### src/rtl/pc_unit.sv
// Program counter unit: boot/run/halt sequencing, trap and redirect steering,
// sequential fetch advance and a one-stage execute PC shadow.
module pc_unit #(
    parameter int               XLEN         = 32,
    parameter logic [XLEN-1:0]  RESET_VECTOR = {XLEN{1'b0}},
    parameter int               IALIGN       = 32
) (
    input  logic            i_clk,
    input  logic            i_rst,
    input  logic            i_en,
    input  logic            i_redirect_valid,
    input  logic [XLEN-1:0] i_redirect_pc,
    input  logic            i_trap_valid,
    input  logic [XLEN-1:0] i_trap_vector,
    input  logic            i_halt_req,
    input  logic            i_resume,
    output logic [XLEN-1:0] o_pc_out,
    output logic [XLEN-1:0] o_pc_next_seq,
    output logic            o_fetch_valid,
    output logic [XLEN-1:0] o_pc_exe,
    output logic            o_pc_exe_valid,
    output logic            o_misalign_err
);

    localparam int              INC        = IALIGN / 8;
    localparam int              ALIGN_BITS = (IALIGN == 16) ? 1 : 2;
    localparam logic [XLEN-1:0] INC_V      = XLEN'(INC);
    localparam logic [XLEN-1:0] ALIGN_MASK = {XLEN{1'b1}} << ALIGN_BITS;

    typedef enum logic [1:0] {
        ST_BOOT = 2'd0,
        ST_RUN  = 2'd1,
        ST_HALT = 2'd2
    } state_t;

    state_t          r_state;
    state_t          w_state_nxt;
    logic [XLEN-1:0] r_pc;
    logic [XLEN-1:0] w_pc_nxt;
    logic            r_err;
    logic            w_err_nxt;
    logic [XLEN-1:0] r_exe;
    logic            r_exe_valid;
    logic            w_flush;
    logic            w_run;
    logic            w_redir_aligned;
    logic [XLEN-1:0] w_trap_pc;
    logic [XLEN-1:0] w_pc_inc;

    assign w_run           = (r_state == ST_RUN);
    assign w_redir_aligned = ((i_redirect_pc & ~ALIGN_MASK) == {XLEN{1'b0}});
    assign w_trap_pc       = i_trap_vector & ALIGN_MASK;
    assign w_pc_inc        = r_pc + INC_V;
    // A redirect only flushes while running; traps flush from any state.
    assign w_flush         = i_trap_valid | (i_redirect_valid & w_run);

    // Next-state, next-PC and sticky misalignment flag selection.
    always_comb begin
        w_state_nxt = r_state;
        w_pc_nxt    = r_pc;
        w_err_nxt   = r_err;
        case (r_state)
            ST_BOOT: begin
                w_state_nxt = ST_RUN;
            end
            ST_RUN: begin
                if (i_trap_valid) begin
                    w_pc_nxt  = w_trap_pc;
                    w_err_nxt = 1'b0;
                end else if (i_redirect_valid) begin
                    if (w_redir_aligned) begin
                        w_pc_nxt = i_redirect_pc;
                    end else begin
                        w_err_nxt = 1'b1;
                    end
                end else if (i_halt_req) begin
                    w_state_nxt = ST_HALT;
                end else if (i_en) begin
                    w_pc_nxt = w_pc_inc;
                end else begin
                    w_pc_nxt = r_pc;
                end
            end
            ST_HALT: begin
                if (i_trap_valid) begin
                    w_pc_nxt    = w_trap_pc;
                    w_err_nxt   = 1'b0;
                    w_state_nxt = ST_RUN;
                end else if (i_resume) begin
                    w_state_nxt = ST_RUN;
                end else begin
                    w_state_nxt = ST_HALT;
                end
            end
            default: begin
                w_state_nxt = ST_BOOT;
                w_pc_nxt    = RESET_VECTOR;
                w_err_nxt   = 1'b0;
            end
        endcase
    end

    // State, fetch PC and misalignment flag registers.
    always_ff @(posedge i_clk or posedge i_rst) begin
        if (i_rst) begin
            r_state <= ST_BOOT;
            r_pc    <= RESET_VECTOR;
            r_err   <= 1'b0;
        end else begin
            r_state <= w_state_nxt;
            r_pc    <= w_pc_nxt;
            r_err   <= w_err_nxt;
        end
    end

    // Execute-stage PC shadow; a flush kills it even while stalled.
    always_ff @(posedge i_clk or posedge i_rst) begin
        if (i_rst) begin
            r_exe       <= RESET_VECTOR;
            r_exe_valid <= 1'b0;
        end else if (w_flush) begin
            r_exe_valid <= 1'b0;
        end else if (i_en) begin
            r_exe       <= r_pc;
            r_exe_valid <= w_run;
        end else begin
            r_exe       <= r_exe;
            r_exe_valid <= r_exe_valid;
        end
    end

    assign o_pc_out       = r_pc;
    assign o_pc_next_seq  = w_pc_inc;
    assign o_fetch_valid  = w_run;
    assign o_pc_exe       = r_exe;
    assign o_pc_exe_valid = r_exe_valid;
    assign o_misalign_err = r_err;

endmodule

### config.mk
export PLATFORM = sky130hd
export DESIGN_NAME = pc_unit
export DESIGN_NICKNAME = d
export VERILOG_FILES = /design/src/rtl/pc_unit.sv
export SDC_FILE = /design/constraint.sdc
export NUM_CORES = 1
export LEC_CHECK = 0
export ABC_AREA = 0
export BUFFER_PORTS_ARGS = -buffer_cell sky130_fd_sc_hd__buf_2
export CORE_ASPECT_RATIO = 1.75
export CORE_MARGIN = 5
export CORE_UTILIZATION = 33
export DETAILED_ROUTE_END_ITERATION = 16
export HOLD_SLACK_MARGIN = 0.05
export PLACE_DENSITY_LB_ADDON = 0.3
export SYNTH_ARGS = -nofsm -noshare
export SYNTH_HDL_FRONTEND = slang
export SYNTH_SLANG_ARGS = --single-unit
### constraint.sdc
create_clock -name i_clk -period 2.2 [get_ports i_clk]
set_clock_uncertainty 0.2 [all_clocks]
set_input_delay 0.44 -clock i_clk [delete_from_list [all_inputs] [get_ports i_clk]]
set_output_delay 0.44 -clock i_clk [all_outputs]
set_load 0.01 [all_outputs]
**After elaboration in Yosys (flattened, before gate mapping)**

Cells that the tools add are included.

- $add $sub $neg: 1
- Equal/unequal tests: 11
- Mux-type cells: 20
- Bitwise gates (word level): 4
- Reductions and logical operators: 7

Operators by type and width:

| kind | count |
|---|---|
| $mux W32 | 6 |
| $pmux W32 S3 | 1 |
| $add A32 B3 Y32 const B | 1 |
| $logic_not A32 Y1 | 1 |
| $mux W2 | 5 |
| $ne A2 B2 Y1 const B | 4 |
| $ne A4 B4 Y1 const B | 2 |
| $mux W1 | 6 |
| $ne A3 B3 Y1 const B | 2 |
| $pmux W2 S3 | 1 |
| $reduce_and A5 Y1 | 1 |
| $ne A4 B3 Y1 const B | 1 |
| $reduce_and A4 Y1 | 1 |
| $pmux W1 S3 | 1 |
| $reduce_and A3 Y1 | 1 |
| $eq A2 B1 Y1 const B | 1 |
| $eq A2 B2 Y1 const B | 1 |
| $logic_not A2 Y1 | 1 |
| $not A1 Y1 | 2 |
| $reduce_and A2 Y1 | 1 |
| $reduce_bool A2 Y1 | 1 |
| $and A1 B1 Y1 | 1 |
| $or A1 B1 Y1 | 1 |

- Flip-flop bits (word level): 68
- Input port bits: 71
- Output and inout port bits: 99

**Longest topological paths before layout**

Gate-level depths: netlist of run 1.

- Depth in word-level cells: 6
- Depth in mapped cells: 9
- Depth with buffers taken out: 7

**Least setup slack after synthesis of run 1**

OpenSTA, ideal clock, no wires.

- Path kind: register to output
- Start: register r_pc[3], in the netlist o_pc_out[3]
- End: output o_pc_next_seq[26]
- Data arrival time: 1967 ps
- Required time: 1560 ps
- Slack: -407 ps
- Cell stages (with the launch flop): 7
- Cell sequence: dfrtp_1 > ha_1 > nand3_4 > nor2_4 > nand4_4 > or4_4 > xnor2_1

- Word-level cells in the longest chain between the ends: 1

Ends and longest elaborated chain:

| item | RTL line | RTL |
|---|---|---|
| from (decl) | 38 | `logic [XLEN-1:0] r_pc;` |
| from (signal assigned) | 111 | `r_pc <= w_pc_nxt;` |
| $add A32 B3 Y32 | 53 | `assign w_pc_inc = r_pc + INC_V;` |
| to (decl) | 18 | `output logic [XLEN-1:0] o_pc_next_seq,` |

Every way passes these cells.

**Worst setup path in the final report of run 1**

- Start: register r_pc[2], in the netlist o_pc_out[2]
- End: output o_pc_next_seq[26]

Same word-level chain as after synthesis.

==> reports/metrics.csv, run 1 <==
stage,metric,value,unit
logic_synthesis,synth_seq_area_share,0.4038,
sta,fin_crit,2.752,ns
finish,diodes,0,
route,vias_per_cell,5.343,
global_route,grt_overflow,0,
logic_synthesis,yosys.cell_types.count,59,
die,rows,54,
clocking,cts_tree,done,
die,die_w,95.42,um
placed_design,dpl_cell_area,6005,um2
power,clkPwrFrac,0.177,
min_path,min_path_type,input pin to register,
global_route,gr-usage-all-layers,0.2120,
worst_setup_path,worstSetupPathType,register to output port,
clocking,htree_levels,3,
die,die_h,159.5,um
power,switching_power,3.353,mW
route,drt_pass1_iterations,7,
logic_synthesis,synth_edf_count,0,
worst_setup_path,cp-start-kind,register,
global_route,first_global_vias,4829,
power,intPower,4.639,mW
finish,fin_nets,780,
sta,finalSetupViolCount,26,
sta,finalHoldViolations,0,
logic_synthesis,yosysWarnings,0,
power,irDropWorstVdd,0.0005837,V
worst_setup_path,cp.arrival,2.11,ns
placed_design,gp_congestion,0.9277,
logic_synthesis,synth_ff_type,dfrtp_1,
logic_synthesis,async_flop_share,1.000,
sta,worstMarginPinSlew,0.6063,ns
power,sw_frac_of_total,0.4196,
finish,final_cell_mix,"buf_2 (167), buf_4 (106), dfrtp_1 (65)",
global_route,grt_max_degree,69,
clocking,cts.clk_slew.worst_paths,0.06,ns
outcome,violations,negative setup slack,
finish,drive_gt1_frac,0.5515,
power,power_frac_comb,0.562,
route,wirelength,16310,um
clocking,clkSinkCount,68,
die,initial_core_util,0.3371,
placed_design,dp_worst_setup_slack,-0.2026,ns
die,pin_count,170,
placed_design,port_buffers,167,
die,die-area,15220,um2
power,share_seq_of_total_power,0.261,
worst_setup_path,rrSetupSlack,-0.03,ns
logic_synthesis,syn_inst,443,
finish,area_growth,59.41,%
run,drv_cap,0,
logic_synthesis,ys_ff_latch,68,
route,drtAntennaViolNets,0,
route,first_iter_violations,311,
sta,setup_slack,-0.5521,ns
sta,maxSlewViolCount,0,
global_route,grt_pass1_wl,25010,um
logic_synthesis,avgSynthCellArea,9.513,um2
sta,min_period_over_period,1.251,
sta,fmax,363.4,MHz
clocking,cts_root_buf,clkbuf_16,
power,power_leakage,3.492,nW
sta,rsz0062_at_grt,true,
worst_setup_path,required,1.56,ns
worst_setup_path,end_kind,output port,
global_route,antenna_found_initial,0,
outcome,status,"finished, violations left",
route,num_vias,4686,
clocking,cts-buffers-inserted,9,
die,fp.coreArea,12500,um2
finish,fillers,1143,
sta,relSlewSlack,0.5954,
finish,post-route-util,0.5374,
placed_design,hpwl,12340,um
clocking,clock_latency,0.33,ns
logic_synthesis,syn_nets,519,
finish,final_common_cell,buf_2,
power,p_per_area,1190,nW/um2
route,post_drt_wl_per_cell,18.60,um
logic_synthesis,synth_area,4214,um2
clocking,cts_buffer_depth,2,
route,drc_errors,0,
finish,finalInstanceArea,6718,um2
worst_setup_path,cp_max_fo,3,
registers in the layout (all words and copies together), names as in the netlist:
| name | cells |
|---|---|
| o_pc_exe | 32 |
| o_pc_exe_valid | 1 |
| r_state | 2 |
| o_pc_out | 32 |
| o_misalign_err | 1 |
worst max-delay path: stages (launching register included):
cell     delay, ns
dfrtp_2       0.39
ha_4          0.15
nand3_4       0.10
nor2_4        0.13
nand4_4       0.10
or4_4         0.55
xnor2_2       0.18
buf_2         0.16
synth_stat cells, drive strengths merged (3+ instances only):
library cell,n,share of area
a21oi,14,0.017
and3,6,0.0089
nor3,9,0.013
o31a,7,0.015
nor4,6,0.012
xnor2,18,0.037
nand2,48,0.043
o31ai,6,0.011
o22ai,6,0.0089
dfrtp,68,0.40
o311ai,7,0.018
and2,3,0.0045
o41ai,5,0.010
nor3b,3,0.0053
nand3,18,0.026
a31oi,5,0.0074
a221o,3,0.0071
ha,5,0.015
buf,19,0.024
a222oi,9,0.021
clkbuf,20,0.018
nand4,14,0.028
inv,15,0.013
xor2,10,0.021
o21ai,26,0.031
a22oi,15,0.027
mux2,27,0.072
a22o,8,0.017
nor2,21,0.023
power groups by stage:
stage	clock network [mW]	registers (mW)	logic, mW
global route	1.51	2.15	4.81
floorplan	0	2.31	2.03
detailed placement	0	2.09	4.32
finish	1.42	2.09	4.49
CTS	1.46	2.07	4.39
global placement	0	2.06	4.25
final timing paths:
| path | startpoint | end | cells past startpoint |
|---|---|---|---|
| setup / recovery | o_pc_out[2]$_DFFE_PP0P_ | o_pc_next_seq[26] | 7 |
| hold / removal | i_resume | r_state[1]$_DFFE_PP0P_ | 3 |
| setup reg to reg | o_pc_out[2]$_DFFE_PP0P_ | o_pc_out[28]$_DFFE_PP0P_ | 9 |
| hold reg to reg | o_pc_exe[20]$_DFFE_PP0P_ | o_pc_exe[20]$_DFFE_PP0P_ | 2 |
| max in group asynchronous | i_rst | o_pc_out[2]$_DFFE_PP0P_ | 4 |
| min in group asynchronous | i_rst | o_pc_exe[16]$_DFFE_PP0P_ | 4 |
per-stage QoR:
| step | power [mW] | setup TNS, ns | hold slack (ns) | std cells |
|---|---|---|---|---|
| global route | 8.471 | -11.87 | 0.1941 | 877 |
| global placement | 6.312 | -2.979 | 0.2662 | 842 |
| floorplan | 4.344 | -0.2430 | 0.3050 | 443 |
| finish | 7.992 | -9.252 | 0.1816 | 877 |
| CTS | 7.924 | -10.28 | 0.1774 | 867 |
| detailed placement | 6.407 | -3.624 | 0.2739 | 842 |
logic make-up (layout without fill, tap and decap cells):
logic type / count (synthesis) / after routing / share of synthesized area
buffers and inverters: 54 / 320 / 0.05582
muxes: 28 / 28 / 0.07452
and+or+nand+nor: 138 / 138 / 0.1811
AOI/OAI and AO/OA: 122 / 122 / 0.2117
DFF: 68 / 68 / 0.4038
adders and majority gates: 5 / 5 / 0.01485
xor gates and xnor gates: 28 / 28 / 0.05819
timing repair:
item / CTS / global route
resized for setup: 29 / 31
hold buffers: 1 / 0
setup buffers: 9 / 12
endpoints found under the hold margin: 68 / 0
pin swaps: 10 / 20
setup endpoints to repair: 42 / 48
final cells by class:
class | count | area, um2 | area share
clock buffer | 11 | 232.7 | 0.03464
multi-input combinational | 321 | 2603 | 0.3874
clock inverter | 5 | 52.55 | 0.007823
tap | 168 | 210.2 | 0.03129
timing repair buffer | 289 | 1854 | 0.2760
inverter | 15 | 60.06 | 0.008940
sequential | 68 | 1705 | 0.2539
per-layer routing:
layer | track usage | vias to the layer above | wire length, um
met4 | 0.09197 | 0 | 496
met1 | 0.2337 | 2287 | 5989
li1 | - | 2171 | -
met3 | 0.02884 | 35 | 881
met2 | 0.3911 | 193 | 8946
met5 | 0 | - | 0
Note: power is estimated with default switching activity, not from simulation.
==> run 2, diff against run 1 <==
- MAX_ROUTING_LAYER: not set -> met4
==> reports/metrics.csv, run 2 (same netlist as run 1, synthesis figures left out) <==
stage,metric,value,unit
global_route,first_global_vias,4844,
finish,diodes,0,
power,clkPwrFrac,0.177,
finish,post-route-util,0.5374,
clocking,clkSinkCount,68,
worst_setup_path,reg2reg_to,o_pc_out[28]$_DFFE_PP0P_,
sta,whs,0.1807,ns
sta,rsz0062_at_grt,true,
clocking,cts_buffer_depth,2,
route,num_vias,4720,
clocking,cts.clk_slew.worst_paths,0.06,ns
worst_setup_path,cp-start-kind,register,
sta,worstMarginPinSlew,0.5820,ns
clocking,cts_root_buf,clkbuf_16,
finish,area_growth,59.41,%
finish,drive_gt1_frac,0.5515,
min_path,worstHoldStart,i_resume,
run,drv_cap,0,
worst_setup_path,end_kind,output port,
route,drt_pass1_iterations,5,
placed_design,dp_worst_setup_slack,-0.2026,ns
sta,relSlewSlack,0.6116,
sta,finalHoldViolations,0,
route,wirelength,16370,um
die,die_w,95.42,um
sta,finalSetupViolCount,26,
worst_setup_path,r2r_start,o_pc_out[2]$_DFFE_PP0P_,
placed_design,hpwl,12340,um
sta,min_period_over_period,1.256,
global_route,grt_use_met3,0.03073,
finish,stdcell_count,877,
power,sw_frac_of_total,0.4192,
sta,fmax,361.9,MHz
power,p_per_area,1189,nW/um2
sta,setup_slack,-0.5635,ns
global_route,grt_pass1_wl,25050,um
power,irDropWorstVdd,0.0005877,V
worst_setup_path,rrSetupSlack,-0.03,ns
sta,maxSlewViolCount,0,
placed_design,port_buffers,167,
die,die_h,159.5,um
outcome,status,"finished, violations left",
worst_setup_path,crit_path_start,o_pc_out[2]$_DFFE_PP0P_,
route,post_drt_wl_per_cell,18.67,um
power,power_leakage,3.492,nW
global_route,grt_overflow,0,
clocking,clock_latency,0.34,ns
worst_setup_path,slowest_delay,0.55,ns
die,pin_count,170,
power,switching_power,3.348,mW
worst_setup_path,crit_path_end,o_pc_next_seq[26],
worst_setup_path,cp_max_fo,3,
clocking,cts-buffers-inserted,9,
global_route,busiest_layer,met2,
finish,fin_nets,780,
finish,multi_input_area,2603,um2
placed_design,gp_congestion,0.9441,
placed_design,placed_cells,842,
die,initial_core_util,0.3371,
global_route,antenna_found_initial,0,
clocking,htree_levels,3,
power,share_seq_of_total_power,0.261,
global_route,grt_max_degree,69,
finish,final_common_cell,buf_2,
route,first_iter_violations,321,
worst_setup_path,required,1.56,ns
finish,final_cell_mix,"buf_2 (167), buf_4 (106), dfrtp_1 (65)",
worst_setup_path,crit_chain,ha_4 -> nand3_4 -> nor2_4 -> nand4_4 -> or4_4 -> xnor2_2 -> buf_2,
route,drtAntennaViolNets,0,
sta,fin_tns_setup,-9.346,ns
die,rows,54,
worst_setup_path,ff2ff_path_depth,9,
global_route,grt_use_met1,0.2375,
outcome,violations,negative setup slack,
route,drc_errors,0,
clocking,cts_tree,done,
power,intPower,4.639,mW
global_route,grt_util_met2,0.3876,
sta,fin_crit,2.763,ns
finish,ff_latch_area,1705,um2
worst_setup_path,cpMaxStageDelayCell,or4_4,
worst_setup_path,worstSetupPathType,register to output port,
global_route,gr-usage-all-layers,0.2191,
min_path,min_path_type,input pin to register,
finish,fillers,1143,
route,vias_per_cell,5.382,
worst_setup_path,cp.arrival,2.12,ns
die,fp.coreArea,12500,um2
die,die-area,15220,um2
power,power_frac_comb,0.562,
[run 2: cell counts in the layout (fill, tap and decap cells not counted)]
Identical to the previous run, type by type.
[run 2: how the worst min path moves through the flow]
stage          cells past startpoint                        to
2_1_floorplan                      1    r_state[1]$_DFFE_PP0P_
5_1_grt                            3    r_state[1]$_DFFE_PP0P_
4_1_cts                            3    r_state[1]$_DFFE_PP0P_
3_5_place_dp                       2   o_pc_exe[2]$_DFFE_PP0P_
6_report                           3    r_state[1]$_DFFE_PP0P_
3_3_place_gp                       2  o_pc_exe[25]$_DFFE_PP0P_
[run 2: metal layers]
layer | share of wire | wire length [um]
met1 | 0.37 | 6042
met2 | 0.55 | 8964
met3 | 0.052 | 851
met4 | 0.031 | 511
met5 | 0 | 0
[run 2: layout make-up]
class	count	area share
multi-input cells	321	0.3874
repair buffers	289	0.2760
flip-flops and latches	68	0.2539
clock buffers	11	0.03464
well taps	168	0.03129
inverters	15	0.008940
clock inverters	5	0.007823
[run 2: per-stage QoR]
stage | power [mW] | area, um2
2_1_floorplan | 4.344 | 4304
3_3_place_gp | 6.312 | 6005
3_5_place_dp | 6.407 | 6005
4_1_cts | 7.924 | 6499
5_1_grt | 8.479 | 6718
6_report | 7.987 | 6718
[run 2: power by group through the flow]
stage / clock network [mW] / registers [mW] / logic, mW
finish: 1.42 / 2.08 / 4.49
global placement: 0 / 2.06 / 4.25
detailed placement: 0 / 2.09 / 4.32
global route: 1.52 / 2.15 / 4.81
CTS: 1.46 / 2.07 / 4.39
floorplan: 0 / 2.31 / 2.03
[run 2: worst max-delay path, delay by kind of cell, from the launching register on]
family / cells / cell delay, ns
fa+ha+maj: 1 / 0.16
flops: 1 / 0.39
buf+inv: 1 / 0.17
simple gates: 4 / 0.88
xor+xnor: 1 / 0.19
[run 2: what timing repair did]
item	4_1_cts	5_1_grt
gates resized for setup	29	31
setup endpoints to repair	42	48
setup buffers	9	12
hold buffers	1	0
endpoints found under the hold margin	68	0
pin swaps	10	20
==> run 3, diff against run 2 <==
- CTS_BUF_LIST: not set -> sky130_fd_sc_hd__clkbuf_8
- HOLD_SLACK_MARGIN: 0.05 -> not set
==> reports/metrics.csv, run 3 (same netlist as run 1, synthesis figures left out) <==
stage,metric,value,unit
route,vias_per_cell,5.396,
min_path,worstHoldPathCells,3,
sta,rsz0062_at_grt,true,
global_route,gr-usage-all-layers,0.2174,
sta,maxSlewViolCount,0,
clocking,cts_tree,done,
die,pin_count,170,
worst_setup_path,cp_num_buf_inv,1,
worst_setup_path,crit_chain,ha_4 -> nand3_4 -> nor2_4 -> nand4_4 -> or4_4 -> xnor2_2 -> buf_2,
global_route,first_global_vias,4822,
route,first_iter_violations,287,
sta,relSlewSlack,0.6037,
min_path,hold-path-endpoint,r_state[1]$_DFFE_PP0P_,
worst_setup_path,end_kind,output port,
finish,diodes,0,
outcome,violations,negative setup slack,
worst_setup_path,cpMaxStageDelayCell,or4_4,
outcome,status,"finished, violations left",
clocking,cts-buffers-inserted,9,
clocking,clock_latency,0.36,ns
power,power_frac_comb,0.592,
die,rows,54,
route,post_drt_wl_per_cell,18.78,um
min_path,min_path_type,input pin to register,
route,drtAntennaViolNets,0,
run,drv_cap,0,
power,irDropWorstVdd,0.0004946,V
route,num_vias,4711,
power,power,7.602,mW
finish,area_growth,57.69,%
worst_setup_path,rrSetupSlack,0.02,ns
placed_design,hpwl,12340,um
global_route,grt_pass1_wl,24900,um
clocking,cts_buffer_depth,2,
die,fp.coreArea,12500,um2
finish,fin_nets,776,
power,intPower,4.269,mW
worst_setup_path,crit_path_start,o_pc_out[2]$_DFFE_PP0P_,
sta,finalSetupViolCount,26,
power,switching_power,3.333,mW
placed_design,dp_worst_setup_slack,-0.2026,ns
placed_design,port_buffers,167,
worst_setup_path,cp.arrival,2.16,ns
sta,worstMarginPinSlew,0.5938,ns
worst_setup_path,path_delay_family,simple AND/OR/NAND/NOR gates,
route,drc_errors,0,
worst_setup_path,reg2reg_to,o_pc_out[31]$_DFFE_PP0P_,
worst_setup_path,cp_max_fo,3,
sta,fin_tns_setup,-10.22,ns
global_route,grt_max_degree,69,
worst_setup_path,required,1.56,ns
die,die-area,15220,um2
finish,finalInstanceArea,6645,um2
power,p_per_area,1144,nW/um2
power,power_leakage,3.469,nW
route,wirelength,16400,um
global_route,antenna_found_initial,0,
die,die_h,159.5,um
sta,min_period_over_period,1.274,
sta,fmax,356.7,MHz
min_path,worstHoldStart,i_resume,
die,initial_core_util,0.3371,
placed_design,gp_congestion,0.9441,
clocking,htree_levels,3,
route,drt_pass1_iterations,5,
worst_setup_path,r2r_start,o_pc_out[2]$_DFFE_PP0P_,
clocking,cts_root_buf,clkbuf_8,
sta,fin_crit,2.804,ns
die,die_w,95.42,um
finish,final_common_cell,buf_2,
global_route,grt_overflow,0,
finish,drive_gt1_frac,0.5504,
clocking,cts.clk_slew.worst_paths,0.08,ns
clocking,clkSinkCount,68,
worst_setup_path,slowest_delay,0.54,ns
power,share_seq_of_total_power,0.274,
worst_setup_path,cp-start-kind,register,
placed_design,dpl_cell_area,6005,um2
sta,setup_slack,-0.6037,ns
finish,final_cell_mix,"buf_2 (167), buf_4 (97), dfrtp_1 (65)",
power,clkPwrFrac,0.134,
sta,finalHoldViolations,0,
worst_setup_path,worstSetupPathType,register to output port,
worst_setup_path,ff2ff_path_depth,9,
power,sw_frac_of_total,0.4384,
==> run 3: worst max-delay path by stage <==
stage	endpoint	slack [ns]	depth (start not counted)
global placement	o_pc_next_seq[16]	-0.21	8
global route	o_pc_next_seq[26]	-0.66	7
finish	o_pc_next_seq[26]	-0.60	7
CTS	o_pc_next_seq[26]	-0.61	7
detailed placement	o_pc_next_seq[26]	-0.20	7
floorplan	o_pc_next_seq[26]	-0.22	6
==> run 3: layer usage <==
metal	share of wire	track usage
met5	0	-
met4	0.032	0.09132
met3	0.054	0.02459
met2	0.55	0.3898
met1	0.36	0.2358
==> run 3: final cells by class <==
cell class,count,area [um2]
Clock inverter,7,60.06
Fill cell,1145,5854
Timing Repair Buffer,285,1852
Clock buffer,9,123.9
Tap cell,168,210.2
Sequential cell,68,1705
Multi-Input combinational cell,321,2634
Inverter,15,60.06
==> run 3: power by group through the flow <==
stage               registers [mW]  clock network, mW  logic, mW
detailed placement            2.09                  0       4.32
floorplan                     2.31                  0       2.03
CTS                           2.07               1.04       4.40
global route                  2.15               1.10       4.80
finish                        2.08               1.02       4.50
global placement              2.06                  0       4.25
==> run 3: what timing repair did <==
item	4_1_cts	5_1_grt
pin swaps	10	23
setup buffers	9	8
cloned	0	0
endpoints found under the hold margin	31	0
resized for setup	30	38
hold buffers	1	0
setup endpoints to repair	43	48
==> run 3: tightest hold or removal path: cells and delay by family <==
family | cells | cell delay [ns]
AND/OR/NAND/NOR | 1 | 0.10
AO/OA/AOI/OAI | 1 | 0.06
buffers and inverters | 1 | 0.07
==> run 3: metrics by stage <==
stage | std cells | hold WS (ns) | utilization
finish | 873 | 0.1604 | 0.5316
CTS | 867 | 0.1553 | 0.5124
detailed placement | 842 | 0.2739 | 0.4804
global route | 873 | 0.1653 | 0.5316
global placement | 842 | 0.2662 | 0.4804
floorplan | 443 | 0.3050 | -
